`src/rtl/serial_responder_if.sv`:
```
// Serial request/reply links plus status outputs of serial_responder.
// master = remote requester / bench, slave = the responder itself.
interface serial_responder_if #(parameter int WIDTH = 16);
  logic             rxSerialClock;
  logic             rxSerialData;
  logic             txSerialClock;
  logic             txSerialData;
  logic             busy;
  logic             frameReceived;
  logic             replySent;
  logic [WIDTH-1:0] checksum;
  logic [7:0]       droppedFrames;

  modport master (
    output rxSerialClock, rxSerialData,
    input  txSerialClock, txSerialData, busy, frameReceived, replySent,
           checksum, droppedFrames
  );

  modport slave (
    input  rxSerialClock, rxSerialData,
    output txSerialClock, txSerialData, busy, frameReceived, replySent,
           checksum, droppedFrames
  );
endinterface

```
`src/rtl/serial_responder.sv`:
```
// Serial responder: locks on SFD 0xAB, stores 2^LOGSIZE words, then replies
// with SFD, the stored words and their checksum. Assumes WIDTH >= 8, LOGSIZE >= 1.
module serial_responder #(
  parameter int WIDTH   = 16,
  parameter int LOGSIZE = 1
) (
  input  logic                clock,
  input  logic                resetN,
  serial_responder_if.slave   bus
);
  localparam int         NW  = 1 << LOGSIZE;
  localparam int         BW  = $clog2(WIDTH);
  localparam logic [7:0] SFD = 8'hAB;

  typedef enum logic [2:0] {SEEK, RECEIVE, TURNAROUND, SEND_SFD, SEND_DATA, SEND_SUM} state_t;

  state_t                   r_state, w_next;
  logic [5:0]               r_hist;
  logic                     r_stb, r_bit;
  logic [7:0]               r_seek;
  logic [LOGSIZE-1:0]       r_widx;
  logic [BW-1:0]            r_bidx;
  logic [NW-1:0][WIDTH-1:0] r_buf;
  logic [WIDTH-1:0]         r_sum;
  logic                     r_frame, r_sent;
  logic [7:0]               r_drop;
  logic [3:0]               r_phase;   // turnaround count, then per-bit phase

  logic [5:0]       w_hist_sh;
  logic [7:0]       w_seek_sh;
  logic             w_match, w_last_rx, w_bit_end, w_last_tx, w_send, w_txbit, w_txclk;
  logic [WIDTH-1:0] w_sum;

  assign w_hist_sh = {r_hist[4:0], bus.rxSerialClock};
  assign w_seek_sh = {r_seek[6:0], r_bit};
  assign w_match   = r_stb && (w_seek_sh == SFD);
  assign w_last_rx = r_stb && (r_state == RECEIVE) && (r_bidx == '0) &&
                     (r_widx == LOGSIZE'(NW-1));
  assign w_bit_end = (r_phase == 4'hF);
  assign w_last_tx = (r_state == SEND_SUM) && w_bit_end && (r_bidx == '0);
  assign w_send    = (r_state == SEND_SFD) || (r_state == SEND_DATA) || (r_state == SEND_SUM);

  // Checksum includes the bit being stored this cycle so it is ready with frameReceived
  always_comb begin
    w_sum = '0;
    for (int i = 0; i < NW-1; i++) w_sum += r_buf[i];
    w_sum += {r_buf[NW-1][WIDTH-1:1], r_bit};
  end

  always_comb begin
    w_next = r_state;
    case (r_state)
      SEEK:       if (w_match) w_next = RECEIVE;
      RECEIVE:    if (w_last_rx) w_next = TURNAROUND;
      TURNAROUND: if (r_phase == 4'hF) w_next = SEND_SFD;
      SEND_SFD:   if (w_bit_end && r_bidx == '0) w_next = SEND_DATA;
      SEND_DATA:  if (w_bit_end && r_bidx == '0 && r_widx == LOGSIZE'(NW-1)) w_next = SEND_SUM;
      SEND_SUM:   if (w_last_tx) w_next = SEEK;
      default:    w_next = SEEK;
    endcase
  end

  always_comb begin
    w_txbit = 1'b0;
    case (r_state)
      SEND_SFD:  w_txbit = SFD[r_bidx[2:0]];
      SEND_DATA: w_txbit = r_buf[r_widx][r_bidx];
      SEND_SUM:  w_txbit = r_sum[r_bidx];
      default:   w_txbit = 1'b0;
    endcase
  end

  always_ff @(posedge clock or negedge resetN) begin
    if (!resetN) r_state <= SEEK;
    else         r_state <= w_next;
  end

  always_ff @(posedge clock or negedge resetN) begin
    if (!resetN) begin
      r_hist <= '0; r_stb <= 1'b0; r_bit <= 1'b0; r_seek <= '0;
      r_widx <= '0; r_bidx <= '0; r_buf <= '0; r_sum <= '0;
      r_frame <= 1'b0; r_sent <= 1'b0; r_drop <= '0; r_phase <= '0;
    end else begin
      r_hist  <= w_hist_sh;
      r_stb   <= 1'b0;
      r_frame <= 1'b0;
      r_sent  <= 1'b0;
      if (&w_hist_sh) begin
        r_hist <= '0;
        r_stb  <= 1'b1;
        r_bit  <= bus.rxSerialData;
      end
      // Seek register keeps hunting outside RECEIVE; a match while busy is a drop
      if (r_stb && r_state != RECEIVE) r_seek <= w_match ? '0 : w_seek_sh;
      if (w_match && r_state != SEEK && r_state != RECEIVE && r_drop != 8'hFF)
        r_drop <= r_drop + 8'd1;
      case (r_state)
        SEEK: if (w_match) begin
          r_widx <= '0;
          r_bidx <= BW'(WIDTH-1);
        end
        RECEIVE: if (r_stb) begin
          r_buf[r_widx][r_bidx] <= r_bit;
          if (r_bidx == '0) begin
            r_bidx <= BW'(WIDTH-1);
            r_widx <= r_widx + 1'b1;
          end else begin
            r_bidx <= r_bidx - 1'b1;
          end
          if (w_last_rx) begin
            r_sum   <= w_sum;
            r_frame <= 1'b1;
            r_phase <= '0;
          end
        end
        TURNAROUND: begin
          r_phase <= r_phase + 4'd1;
          if (r_phase == 4'hF) r_bidx <= BW'(7);
        end
        default: begin
          r_phase <= r_phase + 4'd1;
          if (w_bit_end) begin
            if (r_bidx == '0) begin
              r_bidx <= BW'(WIDTH-1);
              if (r_state == SEND_DATA) r_widx <= r_widx + 1'b1;
              if (w_last_tx) begin
                r_sent <= 1'b1;
                r_seek <= '0;
              end
            end else begin
              r_bidx <= r_bidx - 1'b1;
            end
          end
        end
      endcase
    end
  end

  assign w_txclk           = w_send && !r_phase[3];
  assign bus.txSerialClock = w_txclk;
  assign bus.txSerialData  = w_txclk && w_txbit;
  assign bus.busy          = (r_state != SEEK) || r_sent;
  assign bus.frameReceived = r_frame;
  assign bus.replySent     = r_sent;
  assign bus.checksum      = r_sum;
  assign bus.droppedFrames = r_drop;
endmodule

```
`src/flat_wrapper.sv`:
```
// flat-port wrapper written by rule: the top's interface ports become plain ports
module serial_responder_flat 
#(
  parameter int WIDTH   = 16,
  parameter int LOGSIZE = 1
)
  (clock, resetN, bus_rxSerialClock, bus_rxSerialData, bus_txSerialClock, bus_txSerialData, bus_busy, bus_frameReceived, bus_replySent, bus_checksum, bus_droppedFrames);
  serial_responder_if #(.WIDTH(WIDTH)) bus_i ();
  input  logic clock;
  input  logic resetN;
  input wire logic [$bits(bus_i.rxSerialClock)-1:0] bus_rxSerialClock;
  input wire logic [$bits(bus_i.rxSerialData)-1:0] bus_rxSerialData;
  output wire logic [$bits(bus_i.txSerialClock)-1:0] bus_txSerialClock;
  output wire logic [$bits(bus_i.txSerialData)-1:0] bus_txSerialData;
  output wire logic [$bits(bus_i.busy)-1:0] bus_busy;
  output wire logic [$bits(bus_i.frameReceived)-1:0] bus_frameReceived;
  output wire logic [$bits(bus_i.replySent)-1:0] bus_replySent;
  output wire logic [$bits(bus_i.checksum)-1:0] bus_checksum;
  output wire logic [$bits(bus_i.droppedFrames)-1:0] bus_droppedFrames;
  assign bus_i.rxSerialClock = bus_rxSerialClock;
  assign bus_i.rxSerialData = bus_rxSerialData;
  assign bus_txSerialClock = bus_i.txSerialClock;
  assign bus_txSerialData = bus_i.txSerialData;
  assign bus_busy = bus_i.busy;
  assign bus_frameReceived = bus_i.frameReceived;
  assign bus_replySent = bus_i.replySent;
  assign bus_checksum = bus_i.checksum;
  assign bus_droppedFrames = bus_i.droppedFrames;
  serial_responder #(.WIDTH(WIDTH), .LOGSIZE(LOGSIZE)) u_core (.clock(clock), .resetN(resetN), .bus(bus_i));
endmodule
```
`config.mk`:
```
export PLATFORM = sky130hd
export DESIGN_NAME = serial_responder_flat
export DESIGN_NICKNAME = d
export VERILOG_FILES = /design/src/rtl/serial_responder_if.sv /design/src/rtl/serial_responder.sv /design/src/flat_wrapper.sv
export SDC_FILE = /design/constraint.sdc
export NUM_CORES = 1
export LEC_CHECK = 0
export BUFFER_PORTS_ARGS = -buffer_cell sky130_fd_sc_hd__clkbuf_2
export CORE_MARGIN = 3
export CORE_UTILIZATION = 40
export DETAILED_ROUTE_END_ITERATION = 7
export HOLD_SLACK_MARGIN = 0.03
export PLACE_DENSITY_LB_ADDON = 0.15
export SLEW_MARGIN = 30
export SYNTH_ARGS = -nofsm -noshare
export SYNTH_HDL_FRONTEND = slang
export SYNTH_SLANG_ARGS = --single-unit
```
`constraint.sdc`:
```
create_clock -name clock -period 4.16 [get_ports clock]
set_input_delay 0.624 -clock clock [delete_from_list [all_inputs] [get_ports clock]]
set_output_delay 0.624 -clock clock [all_outputs]
set_load 0.05 [all_outputs]
```
---- Yosys cells after proc, flatten, opt, wreduce, memory -nomap -nowiden ----
Memories as Yosys holds them, arrays and structs flattened.
Cells that the tools add are included.
word-level totals
  register bits after elaboration ......... 85
  memory bits (read-only) ................. 8
  output and inout bits ................... 29
  word-level logic and storage cells ...... 129
  memories kept ........................... 1
memories
  name             depth  bits a word  rd ports  clocked after memory_dff  write ports  RTL line                source
  (no name shown)  8      1            1         0                         0            serial_responder.sv:66  SEND_SFD: w_txbit = SFD[r_bidx[2:0]];
cells by class
  $add $sub $neg .......................... 5
  magnitude comparators ................... 5
  equality and inequality tests ........... 17
  mux-type cells .......................... 51
  bitwise gates (word level) .............. 2
  reductions and logical operators ........ 34
operators by type and width
  operator             count
  $mux 16              3
  $mux 8               6
  $bwmux 32            1
  $mux 4               7
  $mux 1               18
  $mux 3               6
  $pmux 3 s6           1
  $add 16x16->16       1
  $demux 16 s1         1
  $logic_and 1x1->1    16
  $ne 2x1->1 const B   6
  $pmux 4 s3           1
  $reduce_and 6->1     2
  $reduce_bool 3->1    3
  $add 8x1->8 const B  1
  $bmux 1 s4           2
  $eq 8x8->1 const B   1
  $ne 8x8->1 const B   1
  $pmux 4 s2           1
  $reduce_and 7->1     1
  $eq 3x2->1 const B   2
  $eq 3x3->1 const B   2
  $pmux 1 s3           2
  $reduce_and 3->1     2
  23 further kinds     27

---- Longest topological paths before layout ----
Gate-level depths: netlist (run 1).
  depth after elaboration ................. 8
  depth in mapped cells ................... 12
  mapped depth without buffers ............ 9

---- Worst setup path before layout (run 1) ----
OpenSTA, ideal clock, no wires.
  kind .................................... register to output
  from .................................... reg u_core.r_bidx[0]
  to ...................................... out bus_txSerialData
  arrival ................................. 2.151 ns
  setup slack ............................. 1.385 ns
  cell stages (with the launch flop) ...... 10
  buffers on the path ..................... 2
  cell sequence ........................... dfrtp_1 > buf_2 > buf_2 > inv_1 > ha_1 > o21ai_0 > nand2_1 > o22ai_1 > a21oi_1 > nor2_1
between the ends
  longest elaborated chain between the ends .. 4
ends and longest elaborated chain
  what                                      RTL line                                                                source
  start, declared                           serial_responder.sv:22                                                  logic [BW-1:0] r_bidx;
  start signal, assigned                    serial_responder.sv:100                                                 r_bidx <= BW'(WIDTH-1);
  start signal, assigned                    serial_responder.sv:105                                                 r_bidx <= BW'(WIDTH-1);
  start signal, assigned                    serial_responder.sv:108                                                 r_bidx <= r_bidx - 1'b1;
  $bmux 1 s4, or another cell as far along  serial_responder.sv:68                                                  SEND_SUM: w_txbit = r_sum[r_bidx];
  $mux 1 (on tied branches)                 serial_responder.sv:68, serial_responder.sv:66, serial_responder.sv:67
  $pmux 1 s3 *                              serial_responder.sv:65                                                  case (r_state)
  $logic_and 1x1->1 *                       serial_responder.sv:141                                                 assign bus.txSerialData = w_txclk && w_txbit;
  end, declared                             flat_wrapper.sv:14                                                      output wire logic [$bits(bus_i.txSerialData)-1:0] bus_txSerialData;
Mark *: on every way between the ends. The rest lies on a longest branch, timed or not. The select of a mux whose other input is x is not followed.

---- Worst setup path in the final report (run 1) ----
Same ends and word-level chain as after synthesis.

==> key figures, run 1 <==
Run status
  – Outcome: finished, final reports clean

Power and ir drop
  – Power Dens Cells: 309.8 nW/µm²
  – Leakage: 0.002494 µW
  – Max VDD drop: 148.2 µV

Setup path
  – Critical-path maximum fanout: 19
  – Reg2Reg Launch Point: u_core.r_bidx[0]$_DFFE_PN0P_
  – Critical Path AT: 2.92 ns
  – R2R setup slack: 1.23 ns
  – CP Capture Type: output port
  – Kind of critical path: reg2out
  – Worst Setup SP: u_core.r_bidx[0]$_DFFE_PN0P_
  – Worst Path Required: 3.54 ns
  – CP startpoint kind: flip-flop

Clocking
  – Reg clk slew, reported paths: 0.07 ns
  – CTS Buf Count: 9
  – Clock Path Buffers: 2
  – # hold bufs at CTS: 0
  – Clock latency on the worst-skew pair: 0.34 ns
  – CTS sink count: 84
  – CTS tree: done
  – H-tree levels: 3
  – Post-CTS Setup Inserts: 0
  – CTS Root Cell: clkbuf_16
  – CTS resizes: 0

Job
  – MaxCap Viol Count: 0

Cells and area
  – Share of post-route cells with drive strength above 1: 0.2160
  – Multi-input logic area: 2560 µm²
  – Fin util: 0.4626
  – # diodes: 0
  – Filler cells: 1107
  – Fin nets: 509
  – Area growth syn-to-layout: 11.56%
  – Final instance area: 5350 µm²
  – FF/Latch Area: 2102 µm²

Logic synthesis
  – Synth top area cells: dfrtp_1, mux2_2, ha_1
  – Synth Area in Compound Gates: 0.1036
  – Predominant post-synthesis flop cell: dfrtp_1
  – Simple-Gate Fraction of Synth Area: 0.1738
  – Count leader, synth: dfrtp_1
  – Synth top area share: 0.4383
  – List of most frequent post-synthesis cells: dfrtp_1, nand2_1, mux2_2
  – Syn nets: 489
  – Post-Synth XOR/XNOR Area: 0.03470
  – Syn_area_per_cell: 10.40 µm²
  – Mapped Cells: 461
  – Cell variety after synth: 56
  – Post-synth EDFFs: 0
  – Number of synthesis warnings: 0
  – Adder-cell share of the synthesized area: 0.06627
  – Cell Area, Synth: 4796 µm²
  – Largest family of logic cells by synthesized area: simple AND/OR/NAND/NOR gates
  – Post-synth top area cell: dfrtp_1
  – Ys async rst share: 1.000
  – Mux share of post-synthesis cell area: 0.1542
  – Synth Register Bits: 84
  – Seq/Total Area, Yosys: 0.4383

Drt
  – Via/cell ratio: 5.669
  – DRT Pass-1 Iters: 4
  – DRC Markers: 0
  – Drt wl/cell: 18.13 µm
  – Detail Route Antenna Nets: 0
  – Final WL: 11.40 mm
  – 1st-iter DRT viols: 212
  – Via Count: 3566

Floorplan
  – Row count: 39
  – Core area: 11560 µm²
  – I/O pin total: 33
  – Die height: 115.5 µm
  – Initial core utilization: 0.4147
  – DIE WIDTH: 115.5 µm
  – Die area: 13340 µm²

STA
  – Tcrit/Tclk final: 0.8514
  – Slew @ Worst Pin: 0.7695 ns
  – Min Tclk post-route: 3.542 ns
  – Fmax: 0.2824 GHz
  – RSZ-0062 raised after global routing: no
  – Post-route setup slack: 0.6183 ns
  – Final Max Tran Viols: 0
  – Final setup viols: 0
  – Rel. slew slack: 0.4870
  – Hold slack: 0.3257 ns
  – Fin. Hold Viols: 0
  – Setup Skew: 0.009754 ns
  – Setup Total Neg Slack: 0 ns

GRT
  – GRT Total Usage: 0.1818
  – Antenna violations before repair: 0
  – Pin count of the biggest net entering global routing: 57
  – First-pass GRT wire length: 18.70 mm
  – Vias in the first global route: 3555
  – Total grt overflow: 0

Place
  – DP Worst Slack: 0.9574 ns
  – Routability congestion estimate: 0.8898
  – DP HPWL: 8.252 mm
  – IO Port Bufs: 32
  – Cell Area, Placed: 5050 µm²

Hold path
  – Worst min path class: in2async
## cells in the final DEF, fill, tap and decap left out, drive strengths merged, types with 2 or more instances in the layout
cell      count
a211oi        4
a21o          5
a21oi        28
and2          3
and3          7
buf           5
clkbuf       40
clkinv        2
clkinvlp      2
dfrtp        84
ha           23
inv           9
mux2         34
mux2i         6
mux4         13
nand2        69
nand2b        4
nand3        21
nand4        12
nand4b        2
nor2         18
nor2b         9
nor3          7
nor3b         5
nor4          3
o211ai        3
o21a          2
o21ai        21
o21bai        3
o32a          2
or2           3
or3           2
xnor2        12
xor2          7
## metal layers
| layer | GRT usage | part of all wire |
|---|---|---|
| met3 | 0.02872 | 0.044 |
| met1 | 0.2549 | 0.48 |
| met2 | 0.2689 | 0.45 |
| met5 | 0 | 0 |
| met4 | 0.1009 | 0.032 |
## where the power goes
group          leakage, µW  internal, µW  switching, µW
combinational      0.00119          9.69           33.8
sequential         0.00116           822           6.72
clock             0.000137           419            366
total              0.00249          1250            406
## kinds of logic after synthesis
kind of cell    Yosys count
compound gates           79
mux                      53
buf+inv                  33
simple gates            168
xor+xnor                 19
flops                    84
fa+ha+maj                25
## worst max-delay path, stage by stage (launching register included)
cell	delay, ns
dfrtp_1	0.84
mux4_2	0.59
mux2_2	0.27
o21ai_0	0.21
o22ai_1	0.13
a21oi_1	0.23
nor2_1	0.06
clkbuf_2	0.23
## path summary, 6_finish.rpt
path	to	depth (start not counted)
min	u_core.bus.checksum[5]$_DFFE_PN0P_	1
min in group clock	u_core.bus.droppedFrames[6]$_DFFE_PN0P_	1
max in group asynchronous	u_core.r_state[2]$_DFFE_PN0P_	2
min reg2reg	u_core.bus.droppedFrames[6]$_DFFE_PN0P_	1
max reg2reg	u_core.bus.checksum[12]$_DFFE_PN0P_	8
max	bus_txSerialData	7
## sequential cells by signal, summed over array words and instances, names as in the netlist, 3 cells and up
signal                    count
u_core.r_buf                 32
u_core.bus.checksum          16
u_core.bus.droppedFrames      8
u_core.r_seek                 7
u_core.r_hist                 5
u_core.r_bidx                 4
u_core.r_phase                4
u_core.r_state                3
## area by class of cell
cell class / instances / share of cell area
clock inverter: 7 / 0.01286
multi-input combinational: 344 / 0.4785
sequential: 84 / 0.3929
tap: 143 / 0.03344
timing repair buffer: 36 / 0.03602
inverter: 6 / 0.004210
clock buffer: 9 / 0.04210
## stage by stage
| stage | total power (µW) | cells |
|---|---|---|
| final | 1657 | 629 |
| after global routing | 1718 | 629 |
| after CTS | 1684 | 629 |
| after detailed placement | 890.4 | 613 |
| after global placement | 890.0 | 613 |
| after floorplan | 860.3 | 461 |
Power figures use the tool's default switching activity.
==> run 2: changes to the inputs <==
--- a/config.mk
+++ b/config.mk
@@ -11,6 +11,7 @@
 export DETAILED_ROUTE_END_ITERATION = 7
 export HOLD_SLACK_MARGIN = 0.03
 export PLACE_DENSITY_LB_ADDON = 0.15
+export RECOVER_POWER = 50
 export SLEW_MARGIN = 30
 export SYNTH_ARGS = -nofsm -noshare
 export SYNTH_HDL_FRONTEND = slang
==> run 2 against run 1 <==
  * The flow now finishes with violations (max-capacitance violations, max-slew violations)
  * Count of clock-buffer cells in the layout unchanged
  * Via count grew 0.34%
  * Global-route usage unchanged
  * First-iteration DRC count did not move
  * Fmax shrank 0.18%
  * Combinational power down 2%
  * Die area is the same
  * Sequential share of layout area is 0.11 points higher
  * Setup slack lost 0.0064 ns
  * Largest cell class unchanged
==> key figures, run 2 (synthesized netlist as in run 1, its figures left out) <==
STA
  – Post-route setup slack: 0.6120 ns
  – Rel. slew slack: -1.010
  – Fin. Hold Viols: 0
  – Min Tclk post-route: 3.548 ns
  – Final Max Tran Viols: 57
  – Fmax: 0.2818 GHz
  – Final setup viols: 0
  – Setup Skew: 0.01045 ns
  – Slew @ Worst Pin: 3.014 ns
  – Setup Total Neg Slack: 0 ns
  – RSZ-0062 raised after global routing: no
  – Tcrit/Tclk final: 0.8529

Cells and area
  – Share of post-route cells with drive strength above 1: 0.1996
  – Filler cells: 1113
  – Max reg flops: 32
  – Multi-input logic area: 2560 µm²
  – # diodes: 0
  – Largest register by flop count: u_core.r_buf
  – Most common cell after layout, fill and taps aside: dfrtp_1
  – Fin nets: 509
  – Most frequent cells in the layout: dfrtp_1, nand2_1, mux2_2
  – Area growth syn-to-layout: 11.24%
  – FF/Latch Area: 2102 µm²

GRT
  – GRT Total Usage: 0.1818
  – Antenna violations before repair: 0
  – Vias in the first global route: 3555
  – Pin count of the biggest net entering global routing: 57
  – Total grt overflow: 0
  – First-pass GRT wire length: 18.70 mm

Place
  – DP Worst Slack: 0.9574 ns
  – IO Port Bufs: 32
  – DP HPWL: 8.252 mm
  – Routability congestion estimate: 0.8898

Setup path
  – Worst Path Required: 3.54 ns
  – CP Capture Type: output port
  – Critical Path AT: 2.92 ns
  – CP startpoint kind: flip-flop
  – Critical-path maximum fanout: 19
  – Kind of critical path: reg2out

Drt
  – DRT Pass-1 Iters: 5
  – Final WL: 11.42 mm
  – 1st-iter DRT viols: 212
  – Via Count: 3578
  – Via/cell ratio: 5.688
  – Detail Route Antenna Nets: 0
  – DRC Markers: 0
  – Drt wl/cell: 18.16 µm

Floorplan
  – Die area: 13340 µm²
  – DIE WIDTH: 115.5 µm
  – Die height: 115.5 µm
  – Core area: 11560 µm²
  – I/O pin total: 33
  – Row count: 39
  – Initial core utilization: 0.4147

Clocking
  – CTS resizes: 0
  – CTS Buf Count: 9
  – CTS sink count: 84
  – # hold bufs at CTS: 0
  – Clock latency on the worst-skew pair: 0.35 ns
  – CTS tree: done
  – H-tree levels: 3
  – Clock Path Buffers: 2
  – Post-CTS Setup Inserts: 0
  – CTS Root Cell: clkbuf_16
  – Reg clk slew, reported paths: 0.07 ns

Run status
  – Outcome: finished with violations
  – Failing checks: max-capacitance violations, max-slew violations

Job
  – MaxCap Viol Count: 1

Power and ir drop
  – Leakage: 0.002466 µW
  – Max VDD drop: 148.3 µV
  – Power Dens Cells: 310.6 nW/µm²

Hold path
  – Worst min path class: reg2reg
run 2: cell types whose count changed in the layout (fill, tap and decap cells not counted), sizes merged:
| cell | delta |
|---|---|
| buf | -2 |
| clkbuf | +2 |
run 2: path summary, 6_finish.rpt:
check,start,to,slack (ns),depth (start not counted)
max,u_core.r_bidx[0]$_DFFE_PN0P_,bus_txSerialData,0.61,7
min,u_core.bus.droppedFrames[6]$_DFFE_PN0P_,u_core.bus.droppedFrames[6]$_DFFE_PN0P_,0.49,1
max reg2reg,u_core.r_bidx[0]$_DFFE_PN0P_,u_core.bus.checksum[12]$_DFFE_PN0P_,1.22,8
min reg2reg,u_core.bus.droppedFrames[6]$_DFFE_PN0P_,u_core.bus.droppedFrames[6]$_DFFE_PN0P_,0.49,1
max in group asynchronous,resetN,u_core.r_state[2]$_DFFE_PN0P_,0.90,2
min in group asynchronous,resetN,u_core.bus.checksum[5]$_DFFE_PN0P_,1.25,1
run 2: metrics by stage:
step | hold slack, ns | instances | power [µW] | cell area [µm²] | utilization
4_1_cts | 0.3605 | 629 | 1684 | 5344 | 0.4621
3_5_place_dp | 0.4851 | 613 | 890.4 | 5050 | 0.4367
2_1_floorplan | 0.3284 | 461 | 860.3 | 4796 | -
3_3_place_gp | 0.4768 | 613 | 890.0 | 5050 | 0.4367
5_1_grt | 0.4923 | 629 | 1717 | 5335 | 0.4613
6_report | 0.4901 | 629 | 1657 | 5335 | 0.4613
run 2: per-layer routing:
metal  share of wire  vias up  global-route usage
li1                -     1709                   -
met1            0.48     1732              0.2549
met2            0.44      109              0.2689
met3           0.043       28             0.02872
met4           0.037        0              0.1009
met5               0        -                   0
run 2: final cells by class:
class	instances	area share
inverter	6	0.004221
multi-input combinational	344	0.4798
sequential	84	0.3940
tap	143	0.03354
clock inverter	7	0.01290
timing repair buffer	36	0.03330
clock buffer	9	0.04221
run 2: critical path, stage by stage (launching register included):
cell and delay [ns]:
dfrtp_1 0.85, mux4_2 0.59, mux2_2 0.27, o21ai_0 0.22, o22ai_1 0.13, a21oi_1 0.23
nor2_1 0.06, clkbuf_2 0.23
run 2: where the power goes:
group	internal [µW]	total (µW)	switching (µW)
clock network	419	785	366
registers	822	829	6.73
logic	8.95	42.8	33.8
